==> src/rtl/ctrl_relogio.sv <==
// rtl/ctrl_relogio.sv - clock controller: button debounce, RUN/SET_H/SET_M mode FSM, counter enable pulses
//
// Ports:
//   ctrl_clock     in   system clock, all state on rising edge
//   ctrl_reset     in   asynchronous active-low reset
//   ctrl_tick      in   1 Hz one-cycle time base pulse
//   ctrl_btn_mode  in   raw mode button (async, active-high)
//   ctrl_btn_inc   in   raw increment button (async, active-high)
//   ctrl_sec_max   in   seconds counter holds 59
//   ctrl_min_max   in   minutes counter holds 59
//   ctrl_en_seg    out  advance seconds pulse
//   ctrl_en_min    out  advance minutes pulse
//   ctrl_en_hora   out  advance hours pulse
//   ctrl_clr_seg   out  clear seconds pulse
//   ctrl_modo      out  00 RUN, 01 SET_H, 10 SET_M
//   ctrl_blink     out  blink phase of the field being set
module ctrl_relogio #(
  parameter int unsigned DEB_CYCLES = 50000
) (
  input  logic       ctrl_clock,
  input  logic       ctrl_reset,
  input  logic       ctrl_tick,
  input  logic       ctrl_btn_mode,
  input  logic       ctrl_btn_inc,
  input  logic       ctrl_sec_max,
  input  logic       ctrl_min_max,
  output logic       ctrl_en_seg,
  output logic       ctrl_en_min,
  output logic       ctrl_en_hora,
  output logic       ctrl_clr_seg,
  output logic [1:0] ctrl_modo,
  output logic       ctrl_blink
);

  typedef enum logic [1:0] {
    ST_RUN   = 2'b00,
    ST_SET_H = 2'b01,
    ST_SET_M = 2'b10
  } state_t;

  // Counter terminal value: the level flips on the DEB_CYCLES-th differing cycle.
  localparam logic [15:0] DEB_LAST = 16'(DEB_CYCLES - 1);

  // Bit 0 = mode button, bit 1 = inc button.
  logic [1:0]  btn_raw;
  logic [1:0]  sync1_q, sync2_q;
  logic [1:0]  deb_q, deb_d;
  logic [15:0] cnt_q [2];
  logic [15:0] cnt_d [2];
  logic [1:0]  ev_q, ev_d;

  state_t state_q, state_d;
  logic   en_seg_q, en_seg_d;
  logic   en_min_q, en_min_d;
  logic   en_hora_q, en_hora_d;
  logic   clr_seg_q, clr_seg_d;
  logic   blink_q, blink_d;

  logic mode_ev, inc_ev;

  assign btn_raw = {ctrl_btn_inc, ctrl_btn_mode};
  assign mode_ev = ev_q[0];
  assign inc_ev  = ev_q[1];

  // Debounce: count consecutive cycles where the synchronized level differs
  // from the accepted level; any agreeing cycle restarts the count.
  always_comb begin
    deb_d = deb_q;
    cnt_d = cnt_q;
    for (int i = 0; i < 2; i++) begin
      if (sync2_q[i] != deb_q[i]) begin
        if (cnt_q[i] == DEB_LAST) begin
          deb_d[i] = sync2_q[i];
          cnt_d[i] = '0;
        end else begin
          cnt_d[i] = cnt_q[i] + 16'd1;
        end
      end else begin
        cnt_d[i] = '0;
      end
    end
    // Event is registered alongside the accepted level, so it lasts one cycle.
    ev_d = deb_d & ~deb_q;
  end

  // Next state and registered pulse outputs.
  always_comb begin
    state_d   = state_q;
    en_seg_d  = 1'b0;
    en_min_d  = 1'b0;
    en_hora_d = 1'b0;
    clr_seg_d = 1'b0;
    unique case (state_q)
      ST_RUN: begin
        // Tick is honoured even when mode_ev moves us out of RUN this cycle.
        if (ctrl_tick) begin
          en_seg_d  = 1'b1;
          en_min_d  = ctrl_sec_max;
          en_hora_d = ctrl_sec_max & ctrl_min_max;
        end
        if (mode_ev) state_d = ST_SET_H;
      end
      ST_SET_H: begin
        if (mode_ev)     state_d   = ST_SET_M;
        else if (inc_ev) en_hora_d = 1'b1;
      end
      ST_SET_M: begin
        if (mode_ev) begin
          state_d   = ST_RUN;
          clr_seg_d = 1'b1;
        end else if (inc_ev) begin
          en_min_d = 1'b1;
        end
      end
      default: state_d = ST_RUN;
    endcase

    if (state_d == ST_RUN)        blink_d = 1'b0;
    else if (state_d != state_q)  blink_d = 1'b1;
    else if (ctrl_tick)           blink_d = ~blink_q;
    else                          blink_d = blink_q;
  end

  always_ff @(posedge ctrl_clock or negedge ctrl_reset) begin
    if (!ctrl_reset) begin
      sync1_q   <= '0;
      sync2_q   <= '0;
      deb_q     <= '0;
      cnt_q[0]  <= '0;
      cnt_q[1]  <= '0;
      ev_q      <= '0;
      state_q   <= ST_RUN;
      en_seg_q  <= 1'b0;
      en_min_q  <= 1'b0;
      en_hora_q <= 1'b0;
      clr_seg_q <= 1'b0;
      blink_q   <= 1'b0;
    end else begin
      sync1_q   <= btn_raw;
      sync2_q   <= sync1_q;
      deb_q     <= deb_d;
      cnt_q[0]  <= cnt_d[0];
      cnt_q[1]  <= cnt_d[1];
      ev_q      <= ev_d;
      state_q   <= state_d;
      en_seg_q  <= en_seg_d;
      en_min_q  <= en_min_d;
      en_hora_q <= en_hora_d;
      clr_seg_q <= clr_seg_d;
      blink_q   <= blink_d;
    end
  end

  assign ctrl_en_seg  = en_seg_q;
  assign ctrl_en_min  = en_min_q;
  assign ctrl_en_hora = en_hora_q;
  assign ctrl_clr_seg = clr_seg_q;
  assign ctrl_modo    = state_q;
  assign ctrl_blink   = blink_q;

endmodule
==> config.mk <==
export PLATFORM = sky130hd
export DESIGN_NAME = ctrl_relogio
export DESIGN_NICKNAME = d
export VERILOG_FILES = /design/src/rtl/ctrl_relogio.sv
export SDC_FILE = /design/constraint.sdc
export NUM_CORES = 1
export LEC_CHECK = 0
export ABC_AREA = 0
export BUFFER_PORTS_ARGS = -buffer_cell sky130_fd_sc_hd__buf_2
export CORE_ASPECT_RATIO = 1.25
export CORE_MARGIN = 4
export CORE_UTILIZATION = 45
export CTS_CLUSTER_SIZE = 10
export DETAILED_ROUTE_END_ITERATION = 7
export HOLD_SLACK_MARGIN = 0.08
export PLACE_DENSITY = 0.69
export SKIP_LAST_GASP = 1
export SLEW_MARGIN = 0
export SYNTH_ARGS = -nofsm -noshare
export SYNTH_HDL_FRONTEND = slang
export SYNTH_SLANG_ARGS = --single-unit
==> constraint.sdc <==
create_clock -name ctrl_clock -period 2.09 [get_ports ctrl_clock]
set_clock_uncertainty 0.15 [all_clocks]
set_input_delay 0.209 -clock ctrl_clock [delete_from_list [all_inputs] [get_ports ctrl_clock]]
set_output_delay 0.209 -clock ctrl_clock [all_outputs]
set_load 0.01 [all_outputs]
# Word level (Yosys, flattened, before mapping)
# Index checks and enable logic that the tools add are counted.
# Widths: inputs -> output; s select.
[totals] regBits=47 input_bits=7 output_inout_bits=7 wordCells=53
[classes] n_addsub=2 n_eq_ne=7 n_mux=25 bitwise_logic=4 n_reduce_logical=3
[op_table] cell="$mux 16" n=4
[op_table] cell="$add 16x1->16 const B" n=2
[op_table] cell="$eq 16x16->1 const B" n=2
[op_table] cell="$mux 1" n=15
[op_table] cell="$mux 2" n=3
[op_table] cell="$pmux 2 s3" n=1
[op_table] cell="$logic_not 2->1" n=2
[op_table] cell="$pmux 1 s2" n=2
[op_table] cell="$reduce_bool 3->1" n=1
[op_table] cell="$and 2x2->2" n=1
[op_table] cell="$eq 2x1->1 const B" n=1
[op_table] cell="$eq 2x2->1 const B" n=1
[op_table] cell="$ne 1x1->1" n=2
[op_table] cell="$ne 2x2->1" n=1
[op_table] cell="$not 2->2" n=1
[op_table] cell="$and 1x1->1" n=1
[op_table] cell="$not 1->1" n=1

# Logic depth before layout (Yosys ltp)
# Gate-level depths: netlist of the first run.
[depth] word_depth=5 ltp_mapped=6 mapped_depth_nobuf=5

# Worst setup path after synthesis of the first run
# Ideal clock, no wire load.
[synth_path] path_kind="reg-to-reg" startpoint="reg cnt_q[10] in the netlist's numbering" endpoint="reg deb_q[1]" setup_ps=125 arrival_ps=1524 required_ps=1815 path_slack_ps=291 stages_incl_launch_ff=4 path_buffers=0 period_less_slack_ps=1799 path_cell_list="dfrtp_1 -> or3b_4 -> nor4_1 -> mux2_2"
[synth_via] elab_chain_len=3
[synth_rtl] item="start: declaration" line_no="48" rtl="logic [15:0] cnt_q [2];"
[synth_rtl] item="$eq 16x16->1" line_no="72" rtl="if (cnt_q[i] == DEB_LAST) begin"
[synth_rtl] item="$mux 1" line_no="72"
[synth_rtl] item="$mux 1" line_no="71" rtl="if (sync2_q[i] != deb_q[i]) begin"
[synth_rtl] item="named net deb_d[1]" line_no="47" rtl="logic [1:0] deb_q, deb_d;"
[synth_rtl] item="end signal: assignment" line_no="128" rtl="deb_q <= '0;"
[synth_rtl] item="end signal: assignment" line_no="141" rtl="deb_q <= deb_d;"
[synth_rtl] item="end: declaration" line_no="47"
# The timed path passes the listed nets, and every way through them passes these cells.
# A chain may end at the register's enable or synchronous reset.

# Worst setup path in the final report of the first run
[layout_path] startpoint="reg cnt_q[7] in the netlist's numbering" endpoint="reg deb_q[1]"
# Same word-level chain as after synthesis.

==> impl_metrics.ini, run 1 <==
[yosys]
synth_cells = 201
synth_cell_types = 32
async_flop_share = 1.000
synth-seq-cells = 47
synth_area_leader_cell = dfrtp_1
syn-mean-instance-area_um2 = 10.54
yosysWarnings = 0
synth_top_area_frac = 0.5549
ys.flop_type = dfrtp_1
synth_edf_count = 0
synth_most_common_cell = dfrtp_1
ys_top_cells_by_area = dfrtp_1 (55%), xnor2_1 (10%), nor2_1 (6.9%), nand3_1 (3.1%), nor4_1 (2.7%)
yosys-top-cells-count = dfrtp_1 (47), nor2_1 (39), xnor2_1 (25), nand3_1 (13), nand2_1 (10)
syn_nets = 210
netlist_area_um2 = 2120
yosysSeqAreaShare = 0.5549

[setup_path]
path_max_fanout = 5
r2r_end = deb_q[1]
end_kind = flip-flop
max_stage_delay_ns = 0.44
cp-endpoint = deb_q[1]
r2r_slack_ns = 0.15
cp_num_buf_inv = 0
arrival_ns = 1.98
startpoint = cnt_q[7]
critPathRequiredTime_ns = 2.13
cpLargestDelayFamily = simple AND/OR/NAND/NOR gates
startpoint_type = flip-flop
worstRegToRegCells = 4
reg2reg_from = cnt_q[7]
cpMaxStageDelayCell = dfrtp_1
path_cells = nor4b_1 > nand2_1 > nor4_1 > mux2_2
cp.depth = 4
critPathKind = reg -> reg

[routing]
routed_wl_mm = 3.579
first_iter_violations = 69
wl_met2_mm = 1.857
ant_nets = 0
drt-met1-wl_mm = 1.567
vias = 1475
drt_first_pass_iters = 4
wl_met3_um = 108
routedWlPerCell_um = 12.38
remaining_drc_errors = 0
highest_layer = met4
drt-vias-per-instance = 5.104

[floorplan]
die_w_um = 69.39
core_area_um2 = 4493
dieArea_um2 = 5879
pin_count = 14
rows = 27
start_util = 0.4717
die_h_um = 84.73

[sta]
fin_crit_ns = 1.941
rsz0062_at_grt = no
hold_viol = 0
final_max_slew_viol_count = 0
worst_pin_slew_ns = 0.5733
setup_viol = 0
period_share = 0.9285
fin_tns_setup_ns = 0
slew_headroom = 0.6178
max_freq_mhz = 515.3
timing.hold.ws_ns = 0.1440
worst_slack_ns = 0.1494

[clocking]
post-cts-setup-buffers = 0
insertion_delay_ns = 0.30
htree_levels = 2
cts_root_buf = clkbuf_8
clock-sinks = 47
cts_buffer_depth = 2
cts_tree = built
clk_pin_slew_ns = 0.09
postCtsHoldBufs = 5
cts_made_buffers = 5
cts_resized = 0

[global_routing]
grt_first_pass_wirelength_mm = 6.492
grt_usage = 0.1369
antenna_found_initial = 0
grt_pass1_vias = 1451
overflow = 0
grt_max_degree = 48

[layout]
nNetsFinal = 239
stdcell_area_um2 = 2427
finish.utilization = 0.5402
n_antenna_cell = 0
final_layout_size_suffix_gt1_frac = 0.1429
areaGrowthSynthToFinish_pct = 14.52

[placed_design]
pre_cts_ws_ns = 0.1136
routabilityCongestion = 0.7634
numPortBuffers = 13
place_hpwl_mm = 2.417
postPlaceCellArea_um2 = 2290

[hold_path]
whs_path_depth = 5
hp-class = in -> reg

[power]
seqPwrFrac = 0.605
irDropWorstVdd_v = 0.0004597
p_sw_mw = 0.3548
clkPwrFrac = 0.347
power.internal_mw = 1.192
leakagePower_nw = 1.045
switching_share = 0.2294
comb_power_share = 0.048
p_per_area_nw_per_um2 = 637.0

[run]
cap_violations = 0

[run_status]
status = finished, final reports clean
## routing by layer
metal / GRT usage / up-vias
met3: 0.03832 / 4
met2: 0.2326 / 17
met1: 0.1627 / 710
li1: - / 744
met5: 0 / -
met4: 0.05506 / 0
## area by class of cell
cell class / count / area, um^2
clock buffer: 5 / 68.82
clock inverter: 3 / 18.77
fill: 407 / 2066
inverter: 7 / 26.28
multi-input combinational: 144 / 897.1
sequential: 47 / 1176
tap: 58 / 72.57
timing repair buffer: 25 / 167.7
## power by group through the flow
| stage | Clock, mW | Sequential, mW | Combinational [mW] |
|---|---|---|---|
| after floorplan | 0 | 0.954 | 0.0296 |
| after global placement | 0 | 0.954 | 0.0675 |
| after detailed placement | 0 | 0.955 | 0.0686 |
| after CTS | 0.563 | 0.936 | 0.0761 |
| after global routing | 0.605 | 0.939 | 0.0862 |
| final | 0.537 | 0.936 | 0.0735 |
## through the flow
stage / std cells / power (mW)
after floorplan: 201 / 0.9834
after global placement: 276 / 1.021
after detailed placement: 276 / 1.023
after CTS: 289 / 1.576
after global routing: 289 / 1.631
final: 289 / 1.546
## flip-flops by register name, indices dropped and copies added, names as in the netlist
| signal | cells |
|---|---|
| cnt_q | 32 |
| ctrl_modo | 2 |
| deb_q | 2 |
| ev_q | 2 |
| sync1_q | 2 |
| sync2_q | 2 |
| ctrl_blink | 1 |
| ctrl_clr_seg | 1 |
| ctrl_en_hora | 1 |
| ctrl_en_min | 1 |
| ctrl_en_seg | 1 |
## tightest hold or removal path, cell delays in order
cell and delay [ns]:
buf_2 0.09, nand3_1 0.07, nor2_1 0.04, a21oi_1 0.10, nor2_1 0.05
## logic make-up after synthesis
logic type	share of synthesized area
AND/OR/NAND/NOR	0.2409
flip-flops	0.5549
XOR/XNOR	0.1281
buffers and inverters	0.02184
AO/OA/AOI/OAI	0.03188
multiplexers	0.01062
adder cells (fa/ha/maj)	0.01180
## how the worst min path moves through the flow
| stage | endpoint | start |
|---|---|---|
| after floorplan | cnt_q[0] | ctrl_reset |
| after global placement | sync1_q[1] | ctrl_btn_inc |
| after detailed placement | sync1_q[1] | ctrl_btn_inc |
| after CTS | ctrl_en_hora | ctrl_min_max |
| after global routing | ctrl_en_hora | ctrl_min_max |
| final | ctrl_en_hora | ctrl_min_max |
## cells in the final DEF (no fill, tap or decap), types with 3 or more instances in the layout
cell	count
buf_4	7
dfrtp_1	47
a21oi_1	3
xor2_1	6
nand2_1	10
dlygate4sd3_1	5
nand4_1	5
buf_2	13
nor4_1	9
clkbuf_8	5
nand3_1	13
inv_1	7
xnor2_1	25
nor2_1	39
nor3_1	7
Power figures use the tool's default switching activity.
==> run 2, diff against run 1 <==
--- a/config.mk
+++ b/config.mk
@@ -11,4 +11,6 @@
 export CORE_MARGIN = 4
 export CORE_UTILIZATION = 45
+export CTS_BUF_LIST = sky130_fd_sc_hd__clkbuf_8
+export CTS_CLUSTER_DIAMETER = 80
 export CTS_CLUSTER_SIZE = 10
 export DETAILED_ROUTE_END_ITERATION = 7
==> constraint.sdc (replaced) <==
create_clock -name ctrl_clock -period 2.09 [get_ports ctrl_clock]
set_clock_uncertainty 0.15 [all_clocks]
set_input_delay 0 -clock ctrl_clock [delete_from_list [all_inputs] [get_ports ctrl_clock]]
set_output_delay 0 -clock ctrl_clock [all_outputs]
set_load 0.01 [all_outputs]
==> impl_metrics.ini, run 2 (same netlist as run 1, synthesis figures left out) <==
[setup_path]
end_kind = flip-flop
path_cells = nor4b_1 > nand2_1 > nor4_2 > mux2_2
arrival_ns = 1.92
max_stage_delay_ns = 0.44
critPathRequiredTime_ns = 2.13
critPathKind = reg -> reg
path_max_fanout = 5
startpoint_type = flip-flop
cpMaxStageDelayCell = dfrtp_1

[clocking]
insertion_delay_ns = 0.30
htree_levels = 2
cts_made_buffers = 5
clock-sinks = 47
cts_root_buf = clkbuf_8
clk_pin_slew_ns = 0.08
cts_tree = built
cts_buffer_depth = 2

[power]
clkPwrFrac = 0.346
power.internal_mw = 1.199
switching_share = 0.2302
irDropWorstVdd_v = 0.0003822
p_sw_mw = 0.3584
seqPwrFrac = 0.601
p_per_area_nw_per_um2 = 625.8
leakagePower_nw = 1.067
comb_power_share = 0.053

[sta]
setup_viol = 0
rsz0062_at_grt = no
max_freq_mhz = 529.9
fin_crit_ns = 1.887
final_max_slew_viol_count = 0
fin_tns_setup_ns = 0
worst_pin_slew_ns = 0.3490
slew_headroom = 0.7652
period_share = 0.9029
hold_viol = 0

[routing]
first_iter_violations = 56
vias = 1527
ant_nets = 0
drt_first_pass_iters = 4
remaining_drc_errors = 0
routed_wl_mm = 3.724
routedWlPerCell_um = 12.75
drt-vias-per-instance = 5.229

[placed_design]
placed_cells = 276
place_hpwl_mm = 2.518
numPortBuffers = 13
routabilityCongestion = 0.7627

[run]
cap_violations = 0

[floorplan]
die_h_um = 84.73
start_util = 0.4717
rows = 27
core_area_um2 = 4493
die_w_um = 69.39
pin_count = 14
dieArea_um2 = 5879

[hold_path]
hp-class = in -> reg

[global_routing]
antenna_found_initial = 0
grt_max_degree = 48
overflow = 0
grt_usage = 0.1394
grt_pass1_vias = 1554
grt_first_pass_wirelength_mm = 6.720

[layout]
mostFrequentLayoutCell = dfrtp_1
final_layout_size_suffix_gt1_frac = 0.1453
top_register = cnt_q
nNetsFinal = 242
largest_reg_flops = 32
instances_no_fill = 292
n_antenna_cell = 0
areaGrowthSynthToFinish_pct = 17.41
layout_common_cells = dfrtp_1 (47), nor2_1 (39), xnor2_1 (25)

[run_status]
status = finished, final reports clean
[run 2: layout make-up]
class	instances	area [um^2]
fillers	400	2004
repair buffers	28	222.7
clock buffers	5	68.82
flip-flops and latches	47	1176
well taps	58	72.57
clock inverters	3	18.77
multi-input cells	144	903.4
inverters	7	26.28
[run 2: per-stage QoR]
| step | utilization | power [mW] | worst slack (ns) | area, um^2 | hold slack (ns) |
|---|---|---|---|---|---|
| after detailed placement | 0.5152 | 1.028 | 0.1717 | 2315 | -0.1447 |
| after global routing | 0.5539 | 1.647 | 0.08867 | 2489 | 0.1867 |
| after floorplan | - | 0.9834 | 0.2914 | 2120 | -0.4456 |
| after CTS | 0.5525 | 1.586 | 0.1558 | 2482 | 0.1777 |
| final | 0.5539 | 1.557 | 0.2030 | 2489 | 0.1879 |
| after global placement | 0.5152 | 1.026 | 0.1893 | 2315 | -0.1468 |
[run 2: per-layer routing]
metal	vias to the layer above	part of all wire	global-route usage
li1	749	-	-
met1	734	0.44	0.1667
met2	36	0.50	0.2422
met3	8	0.049	0.03713
met4	0	0.018	0.04618
met5	-	0	0
[run 2: critical path, delay by kind of cell (launching register included)]
kind	cells	cell delay [ns]
AND/OR/NAND/NOR	3	0.83
multiplexers	1	0.36
flip-flops	1	0.44
[run 2: final timing paths]
check	from	endpoint	slack, ns	cells past startpoint
max	cnt_q[7]	deb_q[1]	0.20	4
min	ctrl_btn_mode	sync1_q[0]	0.19	2
max reg2reg	cnt_q[7]	deb_q[1]	0.20	4
min reg2reg	sync1_q[1]	sync2_q[1]	0.20	0
max in group asynchronous	ctrl_reset	cnt_q[11]	0.94	4
min in group asynchronous	ctrl_reset	ctrl_en_seg	0.63	4
[run 2: power groups by stage]
stage / combinational, mW / sequential [mW] / clock (mW)
2_1_floorplan: 0.0296 / 0.954 / 0
3_3_place_gp: 0.0723 / 0.954 / 0
3_5_place_dp: 0.0733 / 0.954 / 0
4_1_cts: 0.0849 / 0.936 / 0.565
5_1_grt: 0.0942 / 0.939 / 0.614
6_report: 0.0821 / 0.936 / 0.539
[run 2: repair_timing]
item                                    4_1_cts  5_1_grt
setup buffers                                 0        0
endpoints found under the setup margin        0        1
resized for setup                             0        1
hold buffers                                  8        0
endpoints found under the hold margin        53        0
==> run 3, diff against run 2 <==
RECOVER_POWER = 25   (was default)
SKIP_LAST_GASP = default   (was 1)
==> impl_metrics.ini, run 3 (same netlist as run 1, synthesis figures left out) <==
[sta]
slew_headroom = 0.5919
max_freq_mhz = 529.9
fin_tns_setup_ns = 0
worst_slack_ns = 0.2030
hold_viol = 0
period_share = 0.9029
setup_viol = 0
final_max_slew_viol_count = 0
rsz0062_at_grt = no
worst_pin_slew_ns = 0.6121
fin_crit_ns = 1.887

[floorplan]
core_area_um2 = 4493
die_w_um = 69.39
dieArea_um2 = 5879
rows = 27
start_util = 0.4717
pin_count = 14
die_h_um = 84.73

[layout]
mostFrequentLayoutCell = dfrtp_1
finish.utilization = 0.5492
areaGrowthSynthToFinish_pct = 16.41
final_layout_size_suffix_gt1_frac = 0.1154
largest_reg_flops = 32
layout_common_cells = dfrtp_1 (47), nor2_1 (39), xnor2_1 (25)
top_register = cnt_q
nNetsFinal = 242
n_antenna_cell = 0

[power]
leakagePower_nw = 1.035
p_per_area_nw_per_um2 = 629.3
irDropWorstVdd_v = 0.0003824
power_mw = 1.553

[clocking]
cts_root_buf = clkbuf_8
clock-sinks = 47
clk_pin_slew_ns = 0.08
insertion_delay_ns = 0.30
cts_made_buffers = 5
post-cts-setup-buffers = 0
htree_levels = 2
cts_buffer_depth = 2
cts_tree = built

[setup_path]
path_max_fanout = 5
critPathRequiredTime_ns = 2.13
arrival_ns = 1.92
end_kind = flip-flop
startpoint_type = flip-flop
critPathKind = reg -> reg

[routing]
remaining_drc_errors = 0
drt_first_pass_iters = 4
first_iter_violations = 56
ant_nets = 0
routedWlPerCell_um = 12.79
drt-vias-per-instance = 5.209
vias = 1521
routed_wl_mm = 3.736

[global_routing]
grt_usage = 0.1394
antenna_found_initial = 0
grt_pass1_vias = 1554
grt_max_degree = 48
grt_first_pass_wirelength_mm = 6.720
overflow = 0

[run_status]
status = finished, final reports clean

[placed_design]
routabilityCongestion = 0.7627
pre_cts_ws_ns = 0.1717
numPortBuffers = 13
place_hpwl_mm = 2.518

[hold_path]
hp-class = in -> reg

[run]
cap_violations = 0
run 3: cell count changes in the layout (fill, tap and decap cells not counted), sizes merged:
cell / before / now
buf: 20 / 12
clkbuf: 5 / 13
run 3: timing repair:
action                                 in CTS  in global routing
gates resized for setup                     0                  1
endpoints found under the hold margin      53                  0
hold buffers                                8                  0
setup endpoints to repair                   0                  1
run 3: layer usage:
| layer | track usage | vias up | part of all wire |
|---|---|---|---|
| met5 | 0 | - | 0 |
| met4 | 0.04618 | 0 | 0.017 |
| met3 | 0.03713 | 7 | 0.049 |
| met2 | 0.2422 | 34 | 0.49 |
| met1 | 0.1667 | 732 | 0.44 |
| li1 | - | 748 | - |
run 3: layout make-up:
class / count / area (um^2)
clock buffers: 5 / 68.82
clock inverters: 3 / 18.77
fillers: 406 / 2026
inverters: 7 / 26.28
multi-input cells: 144 / 903.4
flip-flops and latches: 47 / 1176
well taps: 58 / 72.57
repair buffers: 28 / 201.4
run 3: critical path, cell delays in order, from the launching register on:
cell and delay [ns]:
dfrtp_1 0.44, nor4b_1 0.34, nand2_1 0.18, nor4_2 0.31, mux2_2 0.36
run 3: path summary, 6_finish.rpt:
kind                            slack (ns)     endpoint  depth (start not counted)           from
max in group asynchronous             0.63    cnt_q[14]                          4     ctrl_reset
min in group asynchronous             0.75  ctrl_en_seg                          4     ctrl_reset
worst max-delay path                  0.20     deb_q[1]                          4       cnt_q[7]
worst max register to register        0.20     deb_q[1]                          4       cnt_q[7]
worst min-delay path                  0.19   sync1_q[0]                          2  ctrl_btn_mode
worst min register to register        0.20   sync2_q[1]                          0     sync1_q[1]
run 3: power by group:
group	internal, mW	leakage, nW	switching [mW]
Sequential	0.924	0.639	0.0118
Combinational	0.0354	0.348	0.0426
Clock	0.236	0.0483	0.303
Total	1.20	1.03	0.357
run 3: stage by stage:
step,hold slack (ns),area [um^2],instances
floorplan,-0.4456,2120,201
global placement,-0.1468,2315,276
detailed placement,-0.1447,2315,276
CTS,0.1777,2482,292
global route,0.1867,2467,292
finish,0.1888,2467,292
